<file path="src/rtl/regfile_wb_scheduler.sv">
// rtl/regfile_wb_scheduler.sv - register file write-port arbiter and busy scoreboard; optional SCOREBOARD_BYPASS_EN
module regfile_wb_scheduler #(
    parameter int REGISTER_WIDTH = 5,
    parameter int DATA_WIDTH     = 64,
    parameter int NUM_REGS       = 32
) (
    input  logic                      clk,
    input  logic                      reset,
    input  logic                      issue_valid,
    input  logic [REGISTER_WIDTH-1:0] issue_rd,
    input  logic                      issue_rd_we,
    input  logic [REGISTER_WIDTH-1:0] issue_rs1,
    input  logic [REGISTER_WIDTH-1:0] issue_rs2,
    output logic                      issue_ready,
    input  logic                      alu_wb_valid,
    input  logic [REGISTER_WIDTH-1:0] alu_wb_rd,
    input  logic [DATA_WIDTH-1:0]     alu_wb_data,
    output logic                      alu_wb_ready,
    input  logic                      mem_wb_valid,
    input  logic [REGISTER_WIDTH-1:0] mem_wb_rd,
    input  logic [DATA_WIDTH-1:0]     mem_wb_data,
    output logic                      mem_wb_ready,
    output logic                      rf_we,
    output logic [REGISTER_WIDTH-1:0] rf_waddr,
    output logic [DATA_WIDTH-1:0]     rf_wdata,
    output logic [NUM_REGS-1:0]       busy_mask
);

    logic                      last_grant;
    logic [NUM_REGS-1:0]       busy_q;
    logic                      grant_alu;
    logic                      grant_mem;
    logic                      wb_fire;
    logic                      wb_write;
    logic [REGISTER_WIDTH-1:0] wb_rd;
    logic [DATA_WIDTH-1:0]     wb_data;
    logic [NUM_REGS-1:0]       clear_mask;
    logic [NUM_REGS-1:0]       set_mask;
    logic [NUM_REGS-1:0]       issue_busy;
    logic [NUM_REGS-1:0]       busy_next;
    logic                      issue_fire;

    // last_grant = 1 means MEM won last, so ALU wins the next contention
    always_comb begin
        grant_alu = alu_wb_valid && (!mem_wb_valid || last_grant);
        grant_mem = mem_wb_valid && (!alu_wb_valid || !last_grant);
        wb_fire   = grant_alu || grant_mem;
        wb_rd     = grant_alu ? alu_wb_rd : mem_wb_rd;
        wb_data   = grant_alu ? alu_wb_data : mem_wb_data;
        wb_write  = wb_fire && (wb_rd != '0);
    end

    assign alu_wb_ready = grant_alu;
    assign mem_wb_ready = grant_mem;

    always_comb begin
        clear_mask = '0;
        if (wb_write) begin
            clear_mask = NUM_REGS'(1) << wb_rd;
        end
`ifdef SCOREBOARD_BYPASS_EN
        issue_busy = busy_q & ~clear_mask;
`else
        issue_busy = busy_q;
`endif
        issue_ready = !(issue_busy[issue_rs1] || issue_busy[issue_rs2] ||
                        (issue_rd_we && issue_busy[issue_rd]));
        issue_fire = issue_valid && issue_ready;
        set_mask = '0;
        if (issue_fire && issue_rd_we && (issue_rd != '0)) begin
            set_mask = NUM_REGS'(1) << issue_rd;
        end
        // set is applied after clear so a same-cycle re-issue keeps the bit
        busy_next    = (busy_q & ~clear_mask) | set_mask;
        busy_next[0] = 1'b0;
    end

    always_ff @(posedge clk) begin
        if (reset) begin
            last_grant <= 1'b1;
            busy_q     <= '0;
            rf_we      <= 1'b0;
            rf_waddr   <= '0;
            rf_wdata   <= '0;
        end else begin
            busy_q <= busy_next;
            rf_we  <= wb_write;
            if (wb_fire) begin
                last_grant <= grant_mem;
            end
            if (wb_write) begin
                rf_waddr <= wb_rd;
                rf_wdata <= wb_data;
            end
        end
    end

    assign busy_mask = busy_q;

endmodule

</file>
<file path="config.mk">
export PLATFORM = sky130hd
export DESIGN_NAME = regfile_wb_scheduler
export DESIGN_NICKNAME = d
export VERILOG_FILES = /design/src/rtl/regfile_wb_scheduler.sv
export SDC_FILE = /design/constraint.sdc
export NUM_CORES = 1
export LEC_CHECK = 0
export BUFFER_PORTS_ARGS = -buffer_cell sky130_fd_sc_hd__buf_2
export CORE_ASPECT_RATIO = 1.5
export CORE_MARGIN = 8
export CORE_UTILIZATION = 40
export DETAILED_ROUTE_END_ITERATION = 16
export PLACE_DENSITY = 0.7
export SYNTH_ARGS = -nofsm -noshare
export SYNTH_HDL_FRONTEND = slang
export SYNTH_SLANG_ARGS = --single-unit
</file>
<file path="constraint.sdc">
create_clock -name clk -period 6.2 [get_ports clk]
set_input_delay 0.93 -clock clk [delete_from_list [all_inputs] [get_ports clk]]
set_output_delay 0.93 -clock clk [all_outputs]
set_load 0.02 [all_outputs]
</file>
==> metrics.md, run 1 <==
| Metric | Value |
|---|---|
| Clock sink total | `102` |
| Synth area leader | `dfxtp_1` |
| Post-route ant nets | `0` |
| Place WS | `1690 ps` |
| Crit path from | `issue_rs1[2]` |
| TNS Setup | `0 ps` |
| HPWL Detailed | `16.0 mm` |
| GRT overflow | `0` |
| R2R Setup Slk | `3200 ps` |
| Async set-reset flop share out of synthesis | `0%` |
| Worst setup path class | `input pin to output port` |
| Worst EP required | `5270 ps` |
| Setup violations, final | `0` |
| CTS max path bufs | `2` |
| CTS root buffer | `clkbuf_16` |
| Number of max-cap violations | `0` |
| Share of cells above drive strength 1 | `32.9%` |
| Syn-to-layout area delta | `28.2%` |
| Drt first pass iters | `6` |
| Worst Reg-to-Reg Cells | `6` |
| Seq cells post-synth | `102` |
| Lkg Pwr | `0.00337 µW` |
| Post-DR wirelength/cell | `19.8 µm` |
| DR vias | `6,114` |
| Power density cells | `228 nW/µm²` |
| CP endpoint kind | `output port` |
| Gr usage total | `23.1%` |
| Initial Utilization | `40.3%` |
| Via count of the first global-routing pass | `5,981` |
| Routability cong. | `0.937` |
| Final worst path period share | `75.0%` |
| Initial antenna violation count | `4` |
| Worst-margin pin slew | `1120 ps` |
| Most frequent cells in the layout | `buf_2, nand2_1, dfxtp_1` |
| Hold Crit Class | `flip-flop to flip-flop` |
| Reg2reg start | `busy_mask[22]$_SDFF_PP0_` |
| Vias per inst | `5.64` |
| Top cells by area, synth | `dfxtp_1, a311oi_1, nand2_1` |
| DRT iter0 DRCs | `377` |
| F_max | `215 MHz` |
| Critical Path End | `issue_ready` |
| First-pass GRT wire length | `33.1 mm` |
| Slew headroom | `25.2%` |
| Post-Syn Instances | `700` |
| Hold Vio Cnt, Final | `0` |
| Nets | `1,073` |
| Largest net degree at the start of global routing | `105` |
| CP arrival | `3720 ps` |
| PortBufs | `262` |
| Clk slew on worst S/H paths | `70 ps` |
| Commonest non-fill, non-tap cell in the layout | `buf_2` |
| Final slew viol count | `0` |
| Syn avg cell area | `7.97 µm²` |
| Worst-Skew Late Latency | `340 ps` |
| Reg2Reg Capture Point | `busy_mask[10]$_SDFF_PP0_` |
| Status | `finished clean` |
| Placed Instances | `1,068` |
| Die span in x | `112 µm` |
| Post-synth net total | `859` |
| Htree depth | `3` |
| Post-synth EDFFs | `0` |
| Synth cell types | `53` |
| Row count | `53` |
| Final instance count without filler cells | `1,085` |
| Crit path launch type | `input pin` |
| # DRC | `0` |
| Die height | `161 µm` |
| TritonCTS clock tree | `done` |
| Final WS setup | `1550 ps` |
| Top-area cell type share of the netlist area | `36.6%` |
| PostCTS Resize Cnt | `0` |
| CTS buffer count | `9` |
| CP Max Fanout | `32` |
| Ports | `264` |
| Synth Cell Area | `5580 µm²` |
| Synth warn | `0` |
| IR drop worst, VDD | `0.125 mV` |
| RSZ-0062 raised after global routing | `no` |
| Core Area | `13,900 µm²` |
| Die area | `18,100 µm²` |
| Routed Wire Length | `21.5 mm` |
| Hold slack | `473 ps` |
| Post-route minimum period | `4650 ps` |
| Register area share after synthesis | `36.6%` |
| Main flop type after synthesis | `dfxtp_1` |
| Number of hold buffers added after cts | `0` |
| Post-CTS setup buffer count | `0` |
| Clock Skew | `9.90 ps` |
==> worst min path at each step <==
stage | slack, ps | cells after the start | start | endpoint
floorplan | 470 | 2 | last_grant$_SDFFE_PP1P_ | last_grant$_SDFFE_PP1P_
global placement | 460 | 2 | rf_waddr[3]$_SDFFE_PP0P_ | rf_waddr[3]$_SDFFE_PP0P_
detailed placement | 470 | 2 | rf_waddr[3]$_SDFFE_PP0P_ | rf_waddr[3]$_SDFFE_PP0P_
CTS | 480 | 2 | rf_waddr[3]$_SDFFE_PP0P_ | rf_waddr[3]$_SDFFE_PP0P_
global route | 510 | 2 | rf_waddr[3]$_SDFFE_PP0P_ | rf_waddr[3]$_SDFFE_PP0P_
finish | 470 | 2 | rf_waddr[3]$_SDFFE_PP0P_ | rf_waddr[3]$_SDFFE_PP0P_
==> where the power goes <==
part,total (µW),switching (µW),internal [µW]
sequential,720,21.9,698
combinational,359,233,126
clock,550,268,282
total,1630,523,1110
==> layout make-up <==
type	instances	area (µm²)
antenna	1	2.50
clock buffer	9	225
clock inverter	7	66.3
fill	1398	6710
inverter	7	26.3
multi-input combinational	528	3240
sequential	102	2040
tap	165	206
timing repair buffer	266	1340
==> layer usage <==
metal	wire length [µm]	share of wire, %	track usage (%)	vias up
li1	-	-	-	2957
met1	7710	36	24.0	2766
met2	10700	50	39.8	317
met3	2140	10	8.53	66
met4	862	4.0	12.1	8
met5	52	0.24	0	-
==> worst max-delay path, stage by stage <==
cell      delay (ps)
buf_2            300
mux2_2           380
o311ai_0         400
o21ai_0          160
or4_1           1030
a21oi_1          280
buf_2            200
==> cell families after synthesis <==
family	after synthesis	share of synthesized area (%)
AO/OA/AOI/OAI	166	22.2
buffers and inverters	70	5.38
flip-flops	102	36.6
multiplexers	36	9.48
other	1	0.0672
AND/OR/NAND/NOR	325	26.3
==> synth_stat cells, types with 2 or more instances <==
cell	n
a311oi_1	65
nand4b_1	3
dfxtp_1	102
nor3b_1	2
a31oi_1	3
o31ai_1	13
mux4_1	4
mux2i_1	21
a21boi_0	2
o41ai_1	7
nand3b_1	4
inv_1	7
o21ai_0	43
buf_1	5
mux2_2	3
o22ai_1	2
or2_2	2
nor2b_1	38
clkbuf_1	50
a21oi_1	10
nand4_1	7
buf_6	4
nor2_1	78
a22oi_1	4
nand2_1	149
nand3_1	22
a211oi_1	4
and3_1	5
a22o_1	2
buf_2	3
nand2b_1	7
mux4_2	8
==> per-stage QoR <==
stage / instance area, µm² / power, µW / utilization (%)
floorplan: 5580 / 955 / -
global placement: 6860 / 1090 / 49.5
detailed placement: 6860 / 1090 / 49.5
CTS: 7150 / 1640 / 51.6
global route: 7150 / 1710 / 51.6
finish: 7150 / 1630 / 51.6
==> registers in the layout, summed over array words and instances, names as in the netlist <==
signal and count:
busy_mask 31, last_grant 1, rf_waddr 5, rf_wdata 64, rf_we 1
(Power assumes the default switching activity.)
==> inputs of run 2 (changes only) <==
--- a/config.mk
+++ b/config.mk
@@ -10,7 +10,7 @@
 export CORE_MARGIN = 8
 export CORE_UTILIZATION = 40
 export DETAILED_ROUTE_END_ITERATION = 16
-export PLACE_DENSITY = 0.7
+export PLACE_DENSITY = 0.73
 export SYNTH_ARGS = -nofsm -noshare
 export SYNTH_HDL_FRONTEND = slang
 export SYNTH_SLANG_ARGS = --single-unit
==> constraint.sdc (replaced) <==
create_clock -name clk -period 4 [get_ports clk]
set_input_delay 0.6 -clock clk [delete_from_list [all_inputs] [get_ports clk]]
set_output_delay 0.6 -clock clk [all_outputs]
set_load 0.02 [all_outputs]
==> run 2 against run 1 <==
Sequential share of layout area decreased by 0.20 points. Routed wire length is 2.1% lower. Clock-buffer cell count up 1. Die area did not move. First-iteration DRC count fell by 9.0%. Via count is 0.49% lower. Non-clock buffer count up 3. Combinational power is 56% higher. Total power increased by 59%. Critical path type unchanged. Largest power group unchanged.
==> metrics.md, run 2 (synthesized netlist as in run 1, its figures left out) <==
| Metric | Value |
|---|---|
| Routability cong. | `0.952` |
| Post-DR wirelength/cell | `19.3 µm` |
| PostCTS Resize Cnt | `0` |
| Post-route minimum period | `3460 ps` |
| TNS Setup | `0 ps` |
| Reg2Reg Capture Point | `rf_waddr[4]$_SDFFE_PP0P_` |
| Vias per inst | `5.60` |
| Worst setup path class | `input pin to output port` |
| Crit path launch type | `input pin` |
| Number of hold buffers added after cts | `0` |
| Post-CTS setup buffer count | `0` |
| First-pass GRT wire length | `32.7 mm` |
| Row count | `53` |
| CTS max path bufs | `2` |
| PortBufs | `262` |
| GRT overflow | `0` |
| CP arrival | `2860 ps` |
| # DRC | `0` |
| R2R Setup Slk | `1460 ps` |
| TritonCTS clock tree | `done` |
| Initial antenna violation count | `1` |
| Initial Utilization | `40.3%` |
| Gate power share | `21.6%` |
| Worst hold start | `rf_waddr[3]$_SDFFE_PP0P_` |
| F_max | `289 MHz` |
| Crit-path max cell delay | `590 ps` |
| Routed Wire Length | `21.0 mm` |
| Clock sink total | `102` |
| Largest net degree at the start of global routing | `137` |
| DR vias | `6,084` |
| Final worst path period share | `86.5%` |
| Commonest non-fill, non-tap cell in the layout | `buf_2` |
| Cell count of the worst hold path | `2` |
| Most used cell, CP | `buf_2` |
| IR drop worst, VDD | `0.210 mV` |
| Htree depth | `3` |
| Final slew viol count | `0` |
| Die area | `18,100 µm²` |
| Hold Crit Class | `flip-flop to flip-flop` |
| Post-route ant nets | `0` |
| Number of max-cap violations | `0` |
| Hold Vio Cnt, Final | `0` |
| HPWL Detailed | `15.8 mm` |
| Power density cells | `359 nW/µm²` |
| Sequential power share | `43.1%` |
| CTS root buffer | `clkbuf_16` |
| Core Area | `13,900 µm²` |
| Via count of the first global-routing pass | `6,063` |
| CTS buffer count | `9` |
| CP max-delay cell | `mux4_1` |
| Gr usage total | `22.6%` |
| Reg2reg start | `last_grant$_SDFFE_PP1P_` |
| Share of cells above drive strength 1 | `33.0%` |
| CP endpoint kind | `output port` |
| Sw Ratio | `31.2%` |
| Worst-margin pin slew | `985 ps` |
| Ports | `264` |
| Final core utilization | `52.0%` |
| Diode count | `0` |
| Internal power | `1780 µW` |
| Die height | `161 µm` |
| Syn-to-layout area delta | `29.1%` |
| WP buf/inv | `2` |
| Worst-Skew Late Latency | `350 ps` |
| DRT iter0 DRCs | `343` |
| Nets | `1,076` |
| Clock Skew | `6.57 ps` |
| Most frequent cells in the layout | `buf_2, nand2_1, dfxtp_1` |
| Lkg Pwr | `0.00339 µW` |
| Critical Path Stages | `7` |
| Worst EP required | `3400 ps` |
| Hold path endpoint | `rf_waddr[3]$_SDFFE_PP0P_` |
| Switching Power | `806 µW` |
| Max reg flops | `64` |
| Drt first pass iters | `7` |
| Setup violations, final | `0` |
| Clock Power Share | `35.2%` |
| Final Total Pwr | `2590 µW` |
| Slew headroom | `34.0%` |
| Die span in x | `112 µm` |
| Status | `finished clean` |
| RSZ-0062 raised after global routing | `no` |
| Largest register by flop count | `rf_wdata` |
| Critical path's top delay family | `multiplexers` |
| Hold slack | `478 ps` |
| CP Max Fanout | `16` |
| Clk slew on worst S/H paths | `70 ps` |
| Worst Reg-to-Reg Cells | `8` |
| Worst-path cell chain | `buf_2, mux4_1, mux4_2, or2_1, nor2b_4, a21oi_1, buf_2` |
-- run 2: cell types whose count changed in the layout (fill, tap and decap cells not counted), sizes merged --
cell	previous run	this run
buf	266	269
diode	1	0
bufinv	0	1
inv	10	9
clkbuf	9	10
clkinv	3	2
-- run 2: worst max path at each step --
stage	startpoint	end	slack [ps]
finish	issue_rd[0]	issue_ready	540
global placement	issue_rd[0]	issue_ready	600
CTS	issue_rd[0]	issue_ready	550
floorplan	issue_rd[1]	issue_ready	640
global route	issue_rd[0]	issue_ready	460
detailed placement	issue_rd[0]	issue_ready	560
-- run 2: metal layers --
layer / share of wire [%] / GRT usage (%)
met3: 8.7 / 7.07
met5: 0.062 / 0
met2: 52 / 39.5
met4: 3.1 / 11.8
met1: 36 / 23.8
-- run 2: worst register-to-register path, cell delays in order, from the launching register on --
cell      delay (ps)
dfxtp_1          320
nand2b_1         200
nand2_2          320
inv_2            140
a21o_1           270
o41a_2           550
buf_12           250
nand2b_1         280
a21oi_1          140
-- run 2: area by class of cell --
type	instances	area, µm²
clock buffers	10	229
inverters	7	26.3
fillers	1361	6660
well taps	165	206
flip-flops and latches	102	2040
repair buffers	269	1380
clock inverters	6	80.1
multi-input cells	528	3240
-- run 2: power by group through the flow --
stage               registers [µW]  clock network [µW]  logic, µW
global route                  1120                 968        612
CTS                           1120                 930        562
finish                        1120                 911        560
global placement              1140                   0        558
detailed placement            1140                   0        561
floorplan                     1220                   0        260
-- run 2: stage by stage --
stage / cell area, µm² / cells / worst slack [ps]
after floorplan: 5580 / 700 / 641
after CTS: 7200 / 1087 / 546
after global placement: 6900 / 1071 / 599
final: 7200 / 1087 / 542
after global routing: 7200 / 1087 / 460
after detailed placement: 6900 / 1071 / 555
==> inputs of run 3 (changes only) <==
--- a/config.mk
+++ b/config.mk
@@ -8,9 +8,9 @@
 export BUFFER_PORTS_ARGS = -buffer_cell sky130_fd_sc_hd__buf_2
 export CORE_ASPECT_RATIO = 1.5
 export CORE_MARGIN = 8
-export CORE_UTILIZATION = 40
+export CORE_UTILIZATION = 43
 export DETAILED_ROUTE_END_ITERATION = 16
-export PLACE_DENSITY = 0.73
+export PLACE_DENSITY = 0.78
 export SYNTH_ARGS = -nofsm -noshare
 export SYNTH_HDL_FRONTEND = slang
 export SYNTH_SLANG_ARGS = --single-unit
==> run 3 against run 2 <==
Final cell count down 0.46%. Register-to-register slack worse by 90 ps. Die area shrank 6.1%. Routed wire length up 0.82%. First-iteration DRC count increased by 3.5%. Via count rose by 0.12%. Clock power down 8.2%. Global-route usage grew 1.9 points. Clock skew increased by 1.3 ps. Critical path depth unchanged. Core utilization is 3.9 points higher. Largest cell class unchanged.
==> metrics.md, run 3 (synthesized netlist as in run 1, its figures left out) <==
| Metric | Value |
|---|---|
| Status | `finished clean` |
| Via count of the first global-routing pass | `5,982` |
| Sw Ratio | `31.8%` |
| Core Area | `12,800 µm²` |
| CP arrival | `2880 ps` |
| Worst EP required | `3400 ps` |
| Clock Power Share | `33.3%` |
| CP endpoint kind | `output port` |
| Worst setup path class | `input pin to output port` |
| Gr usage total | `24.5%` |
| Largest net degree at the start of global routing | `75` |
| Switching Power | `800 µW` |
| Max reg flops | `64` |
| CTS root buffer | `clkbuf_16` |
| Die span in x | `109 µm` |
| CTS max path bufs | `2` |
| Routed Wire Length | `21.2 mm` |
| Vias per inst | `5.63` |
| PostCTS Resize Cnt | `0` |
| Slew headroom | `39.5%` |
| Initial antenna violation count | `3` |
| Drt first pass iters | `4` |
| RSZ-0062 raised after global routing | `no` |
| Htree depth | `3` |
| Commonest non-fill, non-tap cell in the layout | `buf_2` |
| F_max | `287 MHz` |
| Footprint of the multi-input gates | `3240 µm²` |
| Worst-Skew Late Latency | `340 ps` |
| Die height | `156 µm` |
| TritonCTS clock tree | `done` |
| WP buf/inv | `2` |
| Hold Crit Class | `flip-flop to flip-flop` |
| GRT overflow | `0` |
| Syn-to-layout area delta | `28.4%` |
| Number of max-cap violations | `0` |
| Most frequent cells in the layout | `buf_2, nand2_1, dfxtp_1` |
| Worst-margin pin slew | `904 ps` |
| HPWL Detailed | `16.0 mm` |
| Final instance count without filler cells | `1,082` |
| Clk slew on worst S/H paths | `70 ps` |
| Crit path launch type | `input pin` |
| Internal power | `1710 µW` |
| Initial Utilization | `43.5%` |
| CP Max Fanout | `16` |
| # DRC | `0` |
| Fillers | `1,213` |
| Placed Instances | `1,066` |
| TNS Setup | `0 ps` |
| Routability cong. | `0.981` |
| Final worst path period share | `87.1%` |
| Crit-path max cell delay | `600 ps` |
| Post-route ant nets | `0` |
| Share of cells above drive strength 1 | `33.1%` |
| Post-route minimum period | `3480 ps` |
| Ports | `264` |
| Clock sink total | `102` |
| Sequential power share | `44.4%` |
| Post-CTS setup buffer count | `0` |
| CTS buffer count | `9` |
| Gate power share | `22.3%` |
| FF/Latch Area | `2040 µm²` |
| Lkg Pwr | `0.00338 µW` |
| Worst-path cell chain | `buf_2, mux4_1, mux4_2, or2_1, nor2b_4, a21oi_1, buf_2` |
| Hold Vio Cnt, Final | `0` |
| PortBufs | `262` |
| Setup violations, final | `0` |
| Number of hold buffers added after cts | `0` |
| DRT iter0 DRCs | `355` |
| Die area | `17,000 µm²` |
| Final slew viol count | `0` |
| Largest register by flop count | `rf_wdata` |
| Critical path's top delay family | `multiplexers` |
| DR vias | `6,091` |
| Hold slack | `479 ps` |
| Most used cell, CP | `buf_2` |
| Nets | `1,077` |
| Clock Skew | `7.90 ps` |
| First-pass GRT wire length | `32.5 mm` |
| IR drop worst, VDD | `0.221 mV` |
| Row count | `51` |
| Power density cells | `351 nW/µm²` |
| Post-DR wirelength/cell | `19.6 µm` |
| CP max-delay cell | `mux4_1` |
run 3: power by group through the flow:
stage / registers [µW] / clock network (µW) / logic, µW
global route: 1120 / 890 / 611
global placement: 1140 / 0 / 556
finish: 1120 / 836 / 561
detailed placement: 1140 / 0 / 561
CTS: 1120 / 850 / 562
floorplan: 1220 / 0 / 260
run 3: per-stage QoR:
stage	total power (µW)	instance area [µm²]	util [%]	setup slack (ps)
after CTS	2530	7160	55.8	527
final	2510	7170	55.9	517
after global routing	2630	7170	55.9	370
after global placement	1690	6880	53.7	575
after floorplan	1480	5580	-	641
after detailed placement	1700	6880	53.7	544
run 3: final timing paths:
| kind | startpoint | endpoint | slack [ps] | cells after the start |
|---|---|---|---|---|
| worst max-delay path | issue_rd[0] | issue_ready | 520 | 7 |
| worst min-delay path | rf_waddr[4]$_SDFFE_PP0P_ | rf_waddr[4]$_SDFFE_PP0P_ | 480 | 2 |
| worst min register to register | rf_waddr[4]$_SDFFE_PP0P_ | rf_waddr[4]$_SDFFE_PP0P_ | 480 | 2 |
| worst max register to register | last_grant$_SDFFE_PP1P_ | busy_mask[21]$_SDFF_PP0_ | 1370 | 8 |
run 3: cell type report:
class                   instances  share of cell area (%)
flip-flops and latches        102                    28.5
clock buffers                   9                    3.14
repair buffers                270                    19.2
well taps                     159                    2.78
inverters                       7                   0.367
multi-input cells             528                    45.2
diodes                          1                  0.0349
clock inverters                 6                   0.768
run 3: per-layer routing:
metal  track usage, %  routed length [µm]  vias up
met1             26.1                7450     2770
met4             10.3                 665        4
li1                 -                   -     2959
met5                0                  23        -
met2             42.3               10900      308
met3             8.53                2150       50
run 3: worst reg2reg max path, cell delays in order, from the launching register on:
cell and delay, ps:
dfxtp_1 340, nand2b_1 210, nand2_2 300, inv_2 210, buf_4 580, a22oi_1 190, or3_1 420, o21ai_0 160
o21ai_0 100
